===== src/rtl/lock_pkg.sv =====
// Shared types and constants for the two-digit code lock: FSM states,
// blank display value and the hex-to-7-segment lookup table.
package lock_pkg;

    typedef enum logic [1:0] {
        IDLE    = 2'd0,
        GOT1    = 2'd1,
        OPEN    = 2'd2,
        LOCKOUT = 2'd3
    } state_t;

    localparam logic [7:0] SEG_BLANK = 8'hFF;

    // Active-low {dp,g,f,e,d,c,b,a}; dp held off (1) for every digit.
    localparam logic [7:0] SEG_TABLE [16] = '{
        8'hC0, 8'hF9, 8'hA4, 8'hB0, 8'h99, 8'h92, 8'h82, 8'hF8,
        8'h80, 8'h90, 8'h88, 8'h83, 8'hC6, 8'hA1, 8'h86, 8'h8E
    };

endpackage


===== src/rtl/seg7_enc.sv =====
// Hex digit to active-low 7-segment pattern (dp off).
module seg7_enc
    import lock_pkg::*;
(
    input  logic [3:0] hex,
    output logic [7:0] seg
);

    assign seg = SEG_TABLE[hex];

endmodule


===== src/rtl/lock_sequencer.sv =====
// Two-digit code lock with entry timeout, timed unlock and failure lockout.
// Optional macro LOCK_SEQUENCER_PROG_EN adds a code-programming port used while open.
module lock_sequencer
    import lock_pkg::*;
#(
    parameter logic [7:0] CODE           = 8'hA5,
    parameter int         MAX_FAILS      = 3,
    parameter int         OPEN_CYCLES    = 16,
    parameter int         LOCKOUT_CYCLES = 64,
    parameter int         ENTRY_TO       = 32
) (
    input  logic       clk,
    input  logic       rst_n,
    input  logic [3:0] dig,
    input  logic       dig_vld,
`ifdef LOCK_SEQUENCER_PROG_EN
    input  logic       prog_vld,
    input  logic [7:0] prog_code,
`endif
    output logic       unlocked,
    output logic       alarm,
    output logic       busy,
    output logic [7:0] seg1,
    output logic [7:0] seg2,
    output logic [3:0] fail_cnt
);

    localparam int TMAX_A = (OPEN_CYCLES > LOCKOUT_CYCLES) ? OPEN_CYCLES : LOCKOUT_CYCLES;
    localparam int TMAX   = (TMAX_A > ENTRY_TO) ? TMAX_A : ENTRY_TO;
    localparam int TW     = $clog2(TMAX + 1);

    state_t        state_reg, state_next;
    logic [TW-1:0] timer_reg, timer_next, timer_inc;
    logic [3:0]    fail_reg, fail_next, fail_inc;
    logic [3:0]    d0_reg, d0_next, d1_reg, d1_next;
    logic          show1_reg, show1_next, show2_reg, show2_next;
    logic [7:0]    code_act;
    logic [7:0]    enc1, enc2;

`ifdef LOCK_SEQUENCER_PROG_EN
    logic [7:0] code_reg, code_next;
    assign code_act = code_reg;
`else
    assign code_act = CODE;
`endif

    // Saturating so a stalled timer can never wrap back into range.
    assign timer_inc = (timer_reg == {TW{1'b1}}) ? timer_reg : timer_reg + TW'(1);
    assign fail_inc  = fail_reg + 4'd1;

    always_ff @(posedge clk or negedge rst_n) begin
        if (!rst_n) begin
            state_reg <= IDLE;
            timer_reg <= '0;
            fail_reg  <= '0;
            d0_reg    <= '0;
            d1_reg    <= '0;
            show1_reg <= 1'b0;
            show2_reg <= 1'b0;
`ifdef LOCK_SEQUENCER_PROG_EN
            code_reg  <= CODE;
`endif
        end else begin
            state_reg <= state_next;
            timer_reg <= timer_next;
            fail_reg  <= fail_next;
            d0_reg    <= d0_next;
            d1_reg    <= d1_next;
            show1_reg <= show1_next;
            show2_reg <= show2_next;
`ifdef LOCK_SEQUENCER_PROG_EN
            code_reg  <= code_next;
`endif
        end
    end

    always_comb begin
        state_next = state_reg;
        timer_next = timer_inc;
        fail_next  = fail_reg;
        d0_next    = d0_reg;
        d1_next    = d1_reg;
        show1_next = show1_reg;
        show2_next = show2_reg;
`ifdef LOCK_SEQUENCER_PROG_EN
        code_next  = code_reg;
`endif
        case (state_reg)
            IDLE: begin
                timer_next = '0;
                if (dig_vld) begin
                    d0_next    = dig;
                    show1_next = 1'b1;
                    show2_next = 1'b0;
                    state_next = GOT1;
                end
            end
            GOT1: begin
                // Expiry is checked first so a coincident strobe is dropped.
                if (timer_reg == TW'(ENTRY_TO - 1)) begin
                    state_next = IDLE;
                    timer_next = '0;
                    show1_next = 1'b0;
                    show2_next = 1'b0;
                end else if (dig_vld) begin
                    d1_next    = dig;
                    show2_next = 1'b1;
                    timer_next = '0;
                    if ({d0_reg, dig} == code_act) begin
                        state_next = OPEN;
                        fail_next  = '0;
                    end else begin
                        fail_next  = fail_inc;
                        state_next = (fail_inc == 4'(MAX_FAILS)) ? LOCKOUT : IDLE;
                    end
                end
            end
            OPEN: begin
                if (timer_reg == TW'(OPEN_CYCLES - 1)) begin
                    state_next = IDLE;
                    timer_next = '0;
                    show1_next = 1'b0;
                    show2_next = 1'b0;
                end
`ifdef LOCK_SEQUENCER_PROG_EN
                if (prog_vld) begin
                    code_next = prog_code;
                end
`endif
            end
            LOCKOUT: begin
                if (timer_reg == TW'(LOCKOUT_CYCLES - 1)) begin
                    state_next = IDLE;
                    timer_next = '0;
                    fail_next  = '0;
                    show1_next = 1'b0;
                    show2_next = 1'b0;
                end
            end
            default: begin
                state_next = IDLE;
                timer_next = '0;
            end
        endcase
    end

    seg7_enc u_enc1 (.hex(d0_reg), .seg(enc1));
    seg7_enc u_enc2 (.hex(d1_reg), .seg(enc2));

    // Outputs decode only registered state, so nothing is combinational from inputs.
    assign unlocked = (state_reg == OPEN);
    assign alarm    = (state_reg == LOCKOUT);
    assign busy     = (state_reg == OPEN) || (state_reg == LOCKOUT);
    assign seg1     = show1_reg ? enc1 : SEG_BLANK;
    assign seg2     = show2_reg ? enc2 : SEG_BLANK;
    assign fail_cnt = fail_reg;

endmodule


===== config.mk =====
export PLATFORM = sky130hd
export DESIGN_NAME = lock_sequencer
export DESIGN_NICKNAME = d
export VERILOG_FILES = /design/src/rtl/lock_pkg.sv /design/src/rtl/seg7_enc.sv /design/src/rtl/lock_sequencer.sv
export SDC_FILE = /design/constraint.sdc
export NUM_CORES = 1
export LEC_CHECK = 0
export ABC_CLOCK_PERIOD_IN_PS = 4400
export BUFFER_PORTS_ARGS = -buffer_cell sky130_fd_sc_hd__buf_4
export CAP_MARGIN = 10
export CORE_UTILIZATION = 50
export DETAILED_ROUTE_END_ITERATION = 6
export GPL_TIMING_DRIVEN = 0
export PLACE_DENSITY = 0.69
export SLEW_MARGIN = 10
export SYNTH_ARGS = -nofsm -noshare
export SYNTH_HDL_FRONTEND = slang
export SYNTH_SLANG_ARGS = --single-unit

===== constraint.sdc =====
create_clock -name clk -period 4.4 [get_ports clk]
set_clock_uncertainty 0.15 [all_clocks]
set_input_delay 0.66 -clock clk [delete_from_list [all_inputs] [get_ports clk]]
set_output_delay 0.66 -clock clk [all_outputs]
set_load 0.01 [all_outputs]

==> results.json <==
{
  "status": "finished, final reports clean",
  "yosysSeqAreaShare_pct": 32.8,
  "grt_max_degree": 24,
  "core_um2": 3340,
  "cp_common_cell": "inv_1",
  "grt_pass1_vias": 1305,
  "required_ns": 3.59,
  "async_flop_share_pct": 100,
  "ir_worst_vdd_uv": 272,
  "final_layout_size_suffix_gt1_share_pct": 22.8,
  "avgSynthCellArea_um2": 8.95,
  "synth_common_cells": "dfrtp_1 (23), o21ai_0 (22), nor2_1 (17)",
  "fin_crit_sh_pct": 66.2,
  "cts_resized": 0,
  "numCtsBuffers": 3,
  "grt_pass1_wl_um": 5710,
  "routed_wl_um": 3530,
  "worstPathCellList": "inv_1, ha_1, inv_1, mux4_2, or2_2, buf_4",
  "syn_to_final_growth_pct": 16.5,
  "start_util_pct": 52.6,
  "fmax_ghz": 0.343,
  "fin_nets": 250,
  "first_pass_iters": 4,
  "hp-class": "in -> async",
  "cap_violations": 0,
  "p_total_mw": 1.41,
  "drc": 0,
  "synthFlopType": "dfrtp_1",
  "slew_violations": 0,
  "fp.dieW_um": 61.2,
  "netlist_instances": 196,
  "wire_per_inst_um": 12.9,
  "ant_nets": 0,
  "switching_power_mw": 0.639,
  "place_hpwl_um": 2750,
  "clkLatencyLatePin_ns": 0.30,
  "crit_path_end_kind": "output port",
  "cts_num_sinks": 23,
  "place_inst": 270,
  "gp_congestion": 0.831,
  "ys_ff_latch": 23,
  "fp.dieH_um": 61.2,
  "clk_path_buf_depth": 2,
  "stdcell_count": 274,
  "critPathBufInv": 3,
  "cp.arrival_ns": 2.10,
  "synth_top_area_share_pct": 32.8,
  "sw_frac_of_total_pct": 45.3,
  "timing.final.ws_setup_ns": 1.49,
  "r2r_start": "timer_reg[0]",
  "slowest_stage": "dfrtp_1",
  "syn_area_um2": 1750,
  "setup_viol": 0,
  "finalInstanceArea_um2": 2040,
  "dp_slack_ns": 1.83,
  "overflow": 0,
  "finish.utilization_pct": 61.3,
  "whs_ns": 0.0697,
  "vias": 1520,
  "grt_usage_pct": 20.5,
  "synth_edf_count": 0,
  "ys_types": 46,
  "initialDrtViolationCount": 103,
  "io_buffers": 27,
  "htreeDepth": 1,
  "power_density_nw_per_um2": 691,
  "period_needed_ns": 2.91,
  "leakagePower_nw": 0.967,
  "largest_reg_flops": 7,
  "ys_top_cells_by_area": "dfrtp_1 (33%), ha_1 (10%), o21ai_0 (6.3%)",
  "diodes": 0,
  "antenna_found_initial": 0,
  "r2r.worst_path.cells": 5,
  "die_area_um2": 3750,
  "synth_top_cell_by_area": "dfrtp_1",
  "nFillCells": 301,
  "crit_path_max_incr_delay_ns": 0.44,
  "pwr-share-clk_pct": 6.6,
  "placed_area_um2": 2020,
  "p_int_mw": 0.773,
  "hold_viol": 0,
  "rsz0062_at_grt": "no",
  "critPathTopFamily": "flip-flops",
  "viasPerCell": 5.55,
  "cts-root-buf": "clkbuf_4",
  "pwr-share-seq_pct": 28.1,
  "ff2ff_setup_slack_ns": 2.39,
  "clkSlewWorstSetupHoldPaths_ns": 0.12,
  "r2r_end": "d1_reg[1]",
  "ys_warn_count": 0,
  "io_pins": 30,
  "crit_type": "reg -> out",
  "cts_tree": "done",
  "cp_max_fo": 6,
  "yosysMostFrequentCell": "dfrtp_1",
  "postCtsSetupBuffers": 0,
  "cp-start-kind": "register",
  "fp-row-count": 21,
  "ctsHoldBuffers": 0,
  "setup_tns_ns": 0,
  "comb_power_share_pct": 65.3
}
worst max-delay path by stage:
stage / cells after the start / slack [ns] / end / startpoint
global placement: 6 / 1.88 / seg2[3] / d1_reg[0]
floorplan: 5 / 2.05 / seg2[3] / d1_reg[0]
global route: 6 / 1.38 / seg2[3] / d1_reg[0]
finish: 6 / 1.49 / seg2[3] / d1_reg[0]
CTS: 6 / 1.47 / seg2[3] / d1_reg[1]
detailed placement: 6 / 1.83 / seg2[3] / d1_reg[0]
power by group through the flow:
stage / Combinational [mW] / Clock (mW) / Sequential (mW)
2_1_floorplan: 0.609 / 0 / 0.383
3_3_place_gp: 0.898 / 0 / 0.390
3_5_place_dp: 0.925 / 0 / 0.400
4_1_cts: 0.927 / 0.0993 / 0.396
5_1_grt: 1.04 / 0.108 / 0.412
6_report: 0.922 / 0.0929 / 0.397
layer usage:
layer  vias up  wire (µm)  global-route usage, %
met2        32       1730                   34.5
met5         -          0                      0
met1       717       1630                   27.4
met3         4        141                   1.89
li1        767          -                      -
met4         0         33                   7.47
layout make-up:
class,count,area (µm²),share of cell area [%]
Multi-Input combinational cell,152,1080,52.8
Tap cell,46,57.6,2.82
Timing Repair Buffer,27,203,9.91
Sequential cell,23,576,28.2
Inverter,12,45.0,2.20
Buffer,10,58.8,2.88
Clock buffer,4,26.3,1.29
logic make-up after synthesis:
group	after synthesis	share of synthesized area, %
AND/OR/NAND/NOR	64	19.0
AO/OA/AOI/OAI	52	18.9
flip-flops	23	32.8
buffers and inverters	22	5.92
multiplexers	15	10.6
adder cells (fa/ha/maj)	14	9.99
XOR/XNOR	5	2.50
other	1	0.214
cells in the final DEF (no fill, tap or decap), types with 3 or more instances in the layout:
cell / instances
nor3_1: 4
clkbuf_1: 3
nor2_1: 17
buf_4: 29
nand2_1: 14
o21ai_0: 22
nand2b_1: 3
o211ai_1: 8
dfrtp_1: 23
clkbuf_4: 3
xnor2_1: 3
and3_1: 3
mux2i_1: 7
a21oi_1: 7
nand3_1: 8
buf_2: 5
mux2_2: 6
ha_1: 14
inv_1: 11
Power figures use the tool's default switching activity.
